### src/rtl/debouncer_pkg.sv
`default_nettype none
// ============================================================================
// Module      : debouncer_pkg
// Description : Shared helpers for the multi-channel switch debouncer:
//               microsecond tick divisor, counter/prescaler widths and a
//               parameter sanity check used at elaboration time.
// Revision    : 1.0 - initial release
// ============================================================================
package debouncer_pkg;

    localparam int unsigned c_HZ_PER_MHZ = 1_000_000;

    // Clock cycles per microsecond tick.
    function automatic int unsigned tick_div(input int unsigned clk_freq);
        return clk_freq / c_HZ_PER_MHZ;
    endfunction

    // Width of a per-channel stable-time counter (counts 0..stable_time-1).
    function automatic int unsigned cnt_width(input int unsigned stable_time);
        return (stable_time < 1) ? 1 : $clog2(stable_time + 1);
    endfunction

    // Width of the shared prescaler; never below 1 bit even when div == 1.
    function automatic int unsigned presc_width(input int unsigned div);
        return (div <= 1) ? 1 : $clog2(div);
    endfunction

    // Legal configuration: whole MHz clock, non-zero stable time, 1..32 channels.
    function automatic bit params_ok(input int unsigned clk_freq,
                                     input int unsigned stable_time,
                                     input int unsigned num_ch);
        return ((clk_freq % c_HZ_PER_MHZ) == 0) && (clk_freq >= c_HZ_PER_MHZ) &&
               (stable_time >= 1) && (num_ch >= 1) && (num_ch <= 32);
    endfunction

endpackage : debouncer_pkg
`default_nettype wire

### src/rtl/debouncer_chan.sv
`default_nettype none
// ============================================================================
// Module      : debouncer_chan
// Description : One debounce channel: two-flop synchroniser, stable-time
//               counter advanced on the shared microsecond tick, debounced
//               level register and one-cycle rise/fall pulses.
// Ports       : clk_i   - system clock
//               rst_ni  - asynchronous active-low reset
//               tick_i  - one-cycle microsecond tick from the shared prescaler
//               sw_i    - raw asynchronous switch input
//               level_o - debounced level
//               rise_o  - one-cycle pulse on debounced 0->1
//               fall_o  - one-cycle pulse on debounced 1->0
// Revision    : 1.0 - initial release
// ============================================================================
module debouncer_chan
    import debouncer_pkg::*;
#(
    parameter int unsigned STABLE_TIME = 10
) (
    input  logic clk_i,
    input  logic rst_ni,
    input  logic tick_i,
    input  logic sw_i,
    output logic level_o,
    output logic rise_o,
    output logic fall_o
);

    localparam int unsigned          c_CNT_W   = cnt_width(STABLE_TIME);
    localparam logic [c_CNT_W-1:0]   c_CNT_MAX = c_CNT_W'(STABLE_TIME - 1);

    logic               r_meta;
    logic               r_sync;
    logic [c_CNT_W-1:0] r_cnt;
    logic               r_level;
    logic               r_rise;
    logic               r_fall;

    logic               w_mismatch;
    logic               w_expire;

    assign w_mismatch = r_sync ^ r_level;
    // Final tick of an uninterrupted mismatch: the new level is accepted.
    assign w_expire   = w_mismatch & tick_i & (r_cnt == c_CNT_MAX);

    always_ff @(posedge clk_i or negedge rst_ni) begin
        if (!rst_ni) begin
            r_meta <= 1'b0;
            r_sync <= 1'b0;
        end else begin
            r_meta <= sw_i;
            r_sync <= r_meta;
        end
    end

    // Any cycle of agreement restarts the count, so a glitch never
    // accumulates across separate mismatch windows.
    always_ff @(posedge clk_i or negedge rst_ni) begin
        if (!rst_ni) begin
            r_cnt   <= '0;
            r_level <= 1'b0;
            r_rise  <= 1'b0;
            r_fall  <= 1'b0;
        end else begin
            r_rise <= w_expire &  r_sync;
            r_fall <= w_expire & ~r_sync;
            if (!w_mismatch) begin
                r_cnt <= '0;
            end else if (tick_i) begin
                if (r_cnt == c_CNT_MAX) begin
                    r_cnt   <= '0;
                    r_level <= r_sync;
                end else begin
                    r_cnt <= r_cnt + 1'b1;
                end
            end
        end
    end

    assign level_o = r_level;
    assign rise_o  = r_rise;
    assign fall_o  = r_fall;

endmodule : debouncer_chan
`default_nettype wire

### src/rtl/multi_debouncer.sv
`default_nettype none
// ============================================================================
// Module      : multi_debouncer
// Description : NumCh independent switch debouncers sharing one microsecond
//               prescaler. Optional sticky event/interrupt logic is built when
//               the macro MULTI_DEBOUNCER_IRQ_EN is defined.
// Ports       : clk_i      - system clock
//               rst_ni     - asynchronous active-low reset
//               sw_i       - raw switch inputs, one bit per channel
//               db_level_o - debounced levels
//               db_rise_o  - one-cycle rise pulses
//               db_fall_o  - one-cycle fall pulses
//               evt_clr_i  - per-channel event clear     (IRQ build only)
//               evt_o      - sticky per-channel events   (IRQ build only)
//               irq_o      - registered OR of evt_o      (IRQ build only)
// Revision    : 1.0 - initial release
// ============================================================================
module multi_debouncer
    import debouncer_pkg::*;
#(
    parameter int unsigned NumCh      = 4,
    parameter int unsigned ClkFreq    = 100_000_000,
    parameter int unsigned StableTime = 10
) (
    input  logic             clk_i,
    input  logic             rst_ni,
    input  logic [NumCh-1:0] sw_i,
`ifdef MULTI_DEBOUNCER_IRQ_EN
    input  logic [NumCh-1:0] evt_clr_i,
    output logic [NumCh-1:0] evt_o,
    output logic             irq_o,
`endif
    output logic [NumCh-1:0] db_level_o,
    output logic [NumCh-1:0] db_rise_o,
    output logic [NumCh-1:0] db_fall_o
);

    localparam int unsigned        c_DIV       = tick_div(ClkFreq);
    localparam int unsigned        c_PRESC_W   = presc_width(c_DIV);
    localparam logic [c_PRESC_W-1:0] c_PRESC_MAX = c_PRESC_W'(c_DIV - 1);

    if (!params_ok(ClkFreq, StableTime, NumCh)) begin : g_param_check
        $error("multi_debouncer: illegal ClkFreq/StableTime/NumCh configuration");
    end

    logic [c_PRESC_W-1:0] r_presc;
    logic                 w_tick;

    // Free-running from reset; the first tick lands c_DIV cycles after release.
    assign w_tick = (r_presc == c_PRESC_MAX);

    always_ff @(posedge clk_i or negedge rst_ni) begin
        if (!rst_ni) begin
            r_presc <= '0;
        end else if (w_tick) begin
            r_presc <= '0;
        end else begin
            r_presc <= r_presc + 1'b1;
        end
    end

    for (genvar n = 0; n < NumCh; n++) begin : g_chan
        debouncer_chan #(
            .STABLE_TIME (StableTime)
        ) u_chan (
            .clk_i   (clk_i),
            .rst_ni  (rst_ni),
            .tick_i  (w_tick),
            .sw_i    (sw_i[n]),
            .level_o (db_level_o[n]),
            .rise_o  (db_rise_o[n]),
            .fall_o  (db_fall_o[n])
        );
    end

`ifdef MULTI_DEBOUNCER_IRQ_EN
    logic [NumCh-1:0] r_evt;
    logic             r_irq;

    // Set term is OR-ed after the clear so a same-cycle edge is never lost.
    always_ff @(posedge clk_i or negedge rst_ni) begin
        if (!rst_ni) begin
            r_evt <= '0;
            r_irq <= 1'b0;
        end else begin
            r_evt <= (r_evt & ~evt_clr_i) | db_rise_o | db_fall_o;
            r_irq <= |r_evt;
        end
    end

    assign evt_o = r_evt;
    assign irq_o = r_irq;
`endif

endmodule : multi_debouncer
`default_nettype wire

### config.mk
export PLATFORM = sky130hd
export DESIGN_NAME = multi_debouncer
export DESIGN_NICKNAME = d
export VERILOG_FILES = /design/src/rtl/debouncer_pkg.sv /design/src/rtl/debouncer_chan.sv /design/src/rtl/multi_debouncer.sv
export SDC_FILE = /design/constraint.sdc
export NUM_CORES = 1
export LEC_CHECK = 0
export ABC_AREA = 1
export CAP_MARGIN = 20
export CORE_AREA = 2 2 86 79
export DETAILED_ROUTE_END_ITERATION = 10
export DIE_AREA = 0 0 88 81
export SLEW_MARGIN = 5
export SYNTH_ARGS = -nofsm -noshare
export SYNTH_HDL_FRONTEND = slang
export SYNTH_HIERARCHICAL = 1
export SYNTH_SLANG_ARGS = --single-unit
### constraint.sdc
create_clock -name clk_i -period 3.9 [get_ports clk_i]
set_input_delay 0.585 -clock clk_i [delete_from_list [all_inputs] [get_ports clk_i]]
set_output_delay 0.585 -clock clk_i [all_outputs]
set_load 0.02 [all_outputs]
==> impl_metrics.py, run 1 <==
metrics = {
    "final_layout": {
        "final_cell_area_um2": 2490,
        "drive_gt1_share_pct": 14.0,
        "layout.nets": 285,
        "area_delta_synth_final_pct": 16.9,
        "diodes": 0,
        "final_cells": 361,
    },
    "worst_hold_path": {
        "hold_start": "g_chan[0].u_chan/r_meta$_DFF_PN0_",
        "hold_class": "register to register",
    },
    "setup_path": {
        "r2r-start": "r_presc[0]$_DFF_PN0_",
        "worstPathMaxFanout": 23,
        "cp-end-kind": "register",
        "critPathKind": "register to register",
        "max_stage_delay_ns": 0.76,
        "cp_common_cell": "nand2_1",
        "path_cells": "ha_1 > nand2_1 > nor2_2 > nand3_2 > nor2_4 > nand2_1 > nand2_1",
        "cp-start-kind": "register",
        "crit_buf_inv": 0,
        "startpoint": "r_presc[0]$_DFF_PN0_",
        "worstPathRequired_ns": 4.13,
        "cp_slowest_cell": "nor2_2",
        "cp.arrival_ns": 2.26,
        "cp_top_family": "simple AND/OR/NAND/NOR gates",
    },
    "cts": {
        "clkLatencyLatePin_ns": 0.29,
        "cts_root_buf": "clkbuf_8",
        "ctsHtreeMaxLevel": 2,
        "clk_path_buf_depth": 2,
        "cts.sinks": 43,
        "post_cts_resize_count": 0,
        "cts_hold_buf": 0,
        "path_clk_slew_ns": 0.08,
        "cts_tree": "done",
        "postCtsSetupRepairBufs": 0,
        "numCtsBuffers": 5,
    },
    "floorplan": {
        "io_pins": 18,
        "dieArea_um2": 7130,
        "coreArea_um2": 6340,
        "rows": 28,
        "die_x_um": 88,
        "die_h_um": 81,
        "initial_core_util_pct": 33.6,
    },
    "timing": {
        "min_period_over_period_pct": 51.9,
        "finalHoldViolCount": 0,
        "tns_ns": 0,
        "timing.fmax_ghz": 0.494,
        "period_needed_ns": 2.02,
        "hold_slack_ns": 0.354,
        "tightest_slew_ns": 1.01,
        "clock_skew_ns": 0.00567,
        "setup_viol": 0,
        "drv_slew": 0,
        "relSlewSlack_pct": 32.5,
        "rsz0062_at_grt": "false",
    },
    "global_routing": {
        "antenna_found_initial": 0,
        "grt_overflow_total": 0,
        "grt_max_degree": 44,
        "track_usage_pct": 11.4,
        "grt_pass1_vias": 1421,
        "grt_pass1_wl_mm": 6.29,
    },
    "detailed_routing": {
        "viasPerCell": 4.25,
        "vias": 1533,
        "drc": 0,
        "wl_per_cell_um": 9.61,
        "drtIter0Drc": 101,
        "dr.pass1.iters": 4,
        "wl_mm": 3.47,
        "ant_nets": 0,
    },
    "flow_run": {
        "drv_cap": 0,
    },
    "yosys": {
        "syn_avg_cell_area_um2": 8.65,
        "synth_seq_cells": 43,
        "yosysWarnings": 6,
        "synth_area_um2": 2130,
        "synthFlopType": "dfrtp_1",
        "synth-edff-count": 0,
        "synth_cell_types": 16,
        "yosysSeqAreaShare_pct": 50.6,
        "ys_async_sr_fraction_pct": 100,
        "synth_top_area_cell": "dfrtp_1",
        "synth_common_cells": "nand2_1, dfrtp_1, inv_1",
        "synth_top_area_share_pct": 50.6,
        "yosysMostFrequentCell": "nand2_1",
        "synth_nets": 261,
        "synthCells": 246,
        "synth_area_leaders": "dfrtp_1, nand2_1, ha_1, inv_1, nor2_4",
    },
    "pwr": {
        "switching_share_pct": 21.9,
        "peakVddDrop_mv": 0.113,
        "powerDensity_nw_per_um2": 300,
        "p_comb_share_pct": 3.0,
        "cell_internal_pwr_mw": 0.582,
        "p_seq_share_pct": 60.7,
        "p_leak_nw": 1.33,
        "clock_power_share_pct": 36.2,
        "p_switching_mw": 0.163,
    },
    "placed_design": {
        "hpwl_mm": 2.43,
        "gp_congestion": 0.736,
        "io_buffers": 17,
        "place_inst": 353,
        "place_area_um2": 2410,
    },
    "status": {
        "status": "finished, final reports clean",
    },
}
layer usage:
| layer | vias to the layer above | GRT usage (%) | part of all wire [%] |
|---|---|---|---|
| met5 | - | 0 | 0 |
| li1 | 806 | - | - |
| met4 | 0 | 4.62 | 1.2 |
| met3 | 5 | 3.86 | 3.6 |
| met1 | 700 | 15.3 | 50 |
| met2 | 22 | 17.0 | 46 |
worst reg2reg max path, delay by kind of cell, from the launching register on:
kind,cells,cell delay (ns)
adders and majority gates,1,0.24
DFF,1,0.39
and+or+nand+nor,6,1.34
worst paths after layout:
kind                                                         end  slack (ns)  cells after the start
max                        g_chan[1].u_chan/r_cnt[2]$_DFFE_PN0P_        1.88                      7
min                            g_chan[0].u_chan/r_sync$_DFF_PN0_        0.35                      0
max reg2reg                g_chan[1].u_chan/r_cnt[2]$_DFFE_PN0P_        1.88                      7
min reg2reg                    g_chan[0].u_chan/r_sync$_DFF_PN0_        0.35                      0
max in group asynchronous      g_chan[0].u_chan/fall_o$_DFF_PN0_        2.89                      1
min in group asynchronous  g_chan[2].u_chan/r_cnt[3]$_DFFE_PN0P_        0.43                      1
kinds of logic after synthesis:
| family | count (synthesis) | share of synthesized area (%) |
|---|---|---|
| and+or+nand+nor | 145 | 32.9 |
| DFF | 43 | 50.6 |
| buffers and inverters | 38 | 6.70 |
| adders and majority gates | 9 | 5.29 |
| xor gates and xnor gates | 6 | 2.47 |
| AOI/OAI and AO/OA | 5 | 2.06 |
layout make-up:
class	count	area [µm²]
clock buffer	7	76.3
inverter	38	143
tap	90	113
sequential	43	1080
timing repair buffer	17	165
fill	651	3850
multi-input combinational	165	910
clock inverter	1	5.00
power groups by stage:
stage / Combinational (mW) / Clock [mW] / Sequential, mW
after floorplan: 0.00829 / 0 / 0.461
after global placement: 0.0234 / 0 / 0.462
after detailed placement: 0.0238 / 0 / 0.462
after CTS: 0.0240 / 0.285 / 0.453
after global routing: 0.0263 / 0.303 / 0.454
final: 0.0226 / 0.270 / 0.453
state kept, by name, summed over array words and instances, names as in the netlist:
name,flops
g_chan.u_chan/level_o,4
g_chan.u_chan/r_sync,4
g_chan.u_chan/r_cnt,16
g_chan.u_chan/rise_o,4
g_chan.u_chan/fall_o,4
g_chan.u_chan/r_meta,4
r_presc,7
cell usage in the layout (no fill, tap or decap), types with 5 or more instances in the layout:
cell / n
nand2_1: 95
dfrtp_1: 43
inv_1: 29
clkdlybuf4s50_1: 16
nand4_1: 12
nor2_1: 10
nand3_1: 10
nor2_4: 9
inv_2: 9
ha_1: 9
xor2_1: 6
nand3_2: 5
a21oi_2: 5
clkbuf_8: 5
stage by stage:
step | util, % | setup slack [ns] | total power [mW]
finish | 39.2 | 1.88 | 0.745
floorplan | - | 2.18 | 0.469
global placement | 37.9 | 1.97 | 0.485
detailed placement | 37.9 | 1.87 | 0.486
CTS | 39.2 | 1.84 | 0.762
global route | 39.2 | 1.69 | 0.783
Power figures use the tool's default switching activity.
==> inputs of run 2 (changes only) <==
==> constraint.sdc (replaced) <==
create_clock -name clk_i -period 1.78 [get_ports clk_i]
set_input_delay 0.267 -clock clk_i [delete_from_list [all_inputs] [get_ports clk_i]]
set_output_delay 0.267 -clock clk_i [all_outputs]
set_load 0.02 [all_outputs]
==> run 2 against run 1 <==
Flip-flop and latch count stayed put. Cell area increased by 2.1%. Global-route usage hardly changed. Clock skew is essentially flat.
==> impl_metrics.py, run 2 (synthesis gave the netlist of run 1 again) <==
metrics = {
    "status": {
        "status": "finished, final reports clean",
    },
    "final_layout": {
        "drive_gt1_share_pct": 16.0,
        "area_delta_synth_final_pct": 19.3,
        "reg.largest.list": "g_chan.u_chan/r_cnt (16), r_presc (7)",
        "most-common-layout-cells": "nand2_1, dfrtp_1, inv_1, clkdlybuf4s50_1, nand4_1",
        "layout.nets": 289,
        "largest_register": "g_chan.u_chan/r_cnt",
        "final_cell_area_um2": 2540,
        "layout_commonest_cell": "nand2_1",
        "diodes": 0,
        "final_cells": 365,
        "largest_register_ffs": 16,
        "fin_util_pct": 40.1,
    },
    "cts": {
        "postCtsSetupRepairBufs": 0,
        "clk_path_buf_depth": 2,
        "numCtsBuffers": 5,
        "post_cts_resize_count": 0,
        "cts_hold_buf": 0,
        "clkLatencyLatePin_ns": 0.29,
        "cts.sinks": 43,
        "cts_tree": "done",
        "ctsHtreeMaxLevel": 2,
        "path_clk_slew_ns": 0.08,
        "cts_root_buf": "clkbuf_8",
    },
    "floorplan": {
        "io_pins": 18,
        "initial_core_util_pct": 33.6,
        "dieArea_um2": 7130,
        "rows": 28,
        "die_x_um": 88,
        "die_h_um": 81,
        "coreArea_um2": 6340,
    },
    "pwr": {
        "powerDensity_nw_per_um2": 682,
        "peakVddDrop_mv": 0.267,
        "totalPowerFinal_mw": 1.73,
        "p_leak_nw": 1.36,
    },
    "timing": {
        "rsz0062_at_grt": "false",
        "tightest_slew_ns": 0.538,
        "relSlewSlack_pct": 64.1,
        "period_needed_ns": 1.66,
        "finalHoldViolCount": 0,
        "tns_ns": 0,
        "min_period_over_period_pct": 93.5,
        "clock_skew_ns": 0.00587,
        "drv_slew": 0,
        "setup_viol": 0,
        "timing.fmax_ghz": 0.601,
    },
    "global_routing": {
        "grt_max_degree": 44,
        "antenna_found_initial": 0,
        "grt_pass1_wl_mm": 6.40,
        "track_usage_pct": 11.5,
        "grt_pass1_vias": 1472,
        "grt_overflow_total": 0,
    },
    "setup_path": {
        "cp.arrival_ns": 1.40,
        "worstPathMaxFanout": 6,
        "cp_top_family": "buffers and inverters",
        "max_stage_delay_ns": 0.65,
        "cp_slowest_cell": "clkdlybuf4s50_1",
        "worstPathRequired_ns": 1.51,
        "path_cells": "clkdlybuf4s50_1",
        "critPathKind": "register to output port",
        "cp-start-kind": "register",
        "cp-end-kind": "output port",
        "crit_buf_inv": 1,
    },
    "placed_design": {
        "place_inst": 357,
        "io_buffers": 17,
        "hpwl_mm": 2.49,
        "place_area_um2": 2440,
        "gp_congestion": 0.723,
    },
    "detailed_routing": {
        "viasPerCell": 4.29,
        "drc": 0,
        "dr.pass1.iters": 4,
        "drtIter0Drc": 74,
        "vias": 1565,
        "wl_mm": 3.51,
        "ant_nets": 0,
        "wl_per_cell_um": 9.60,
    },
    "flow_run": {
        "drv_cap": 0,
    },
    "worst_hold_path": {
        "hold_class": "input port to asynchronous set/reset pin",
    },
}
-- run 2: layer usage --
layer / vias up / track usage (%) / wire (µm)
met5: - / 0 / 0
met4: 0 / 5.08 / 49
met3: 5 / 2.85 / 105
met2: 27 / 18.0 / 1620
met1: 726 / 14.9 / 1730
li1: 807 / - / -
-- run 2: worst paths after layout --
path | start | to | slack (ns) | cells past startpoint
max in group asynchronous | rst_ni | g_chan[1].u_chan/rise_o$_DFF_PN0_ | 1.37 | 2
min in group clk_i | g_chan[2].u_chan/r_meta$_DFF_PN0_ | g_chan[2].u_chan/r_sync$_DFF_PN0_ | 0.35 | 0
worst min-delay path | rst_ni | g_chan[2].u_chan/r_cnt[3]$_DFFE_PN0P_ | 0.04 | 2
worst max-delay path | g_chan[0].u_chan/level_o$_DFFE_PN0P_ | db_level_o[0] | 0.12 | 1
worst max register to register | r_presc[0]$_DFF_PN0_ | g_chan[2].u_chan/r_cnt[2]$_DFFE_PN0P_ | 0.32 | 8
worst min register to register | g_chan[2].u_chan/r_meta$_DFF_PN0_ | g_chan[2].u_chan/r_sync$_DFF_PN0_ | 0.35 | 0
-- run 2: power by group --
part           internal [mW]  total, mW  switching (mW)
Clock                  0.353      0.689           0.335
Combinational         0.0168     0.0513          0.0344
Sequential             0.985      0.992         0.00665
Total                   1.36       1.73           0.376
-- run 2: per-stage QoR --
step	hold WS (ns)	worst slack, ns
floorplan	-0.0286	0.0599
global placement	0.334	0.390
detailed placement	0.335	0.323
CTS	0.0656	0.107
global route	0.0999	0.0651
finish	0.0374	0.115
-- run 2: layout make-up --
type                    count  area [µm²]
clock inverters             1        7.51
fillers                   632        3800
inverters                  38         143
repair buffers             21         195
multi-input cells         165         910
clock buffers               7        96.3
well taps                  90         113
flip-flops and latches     43        1080
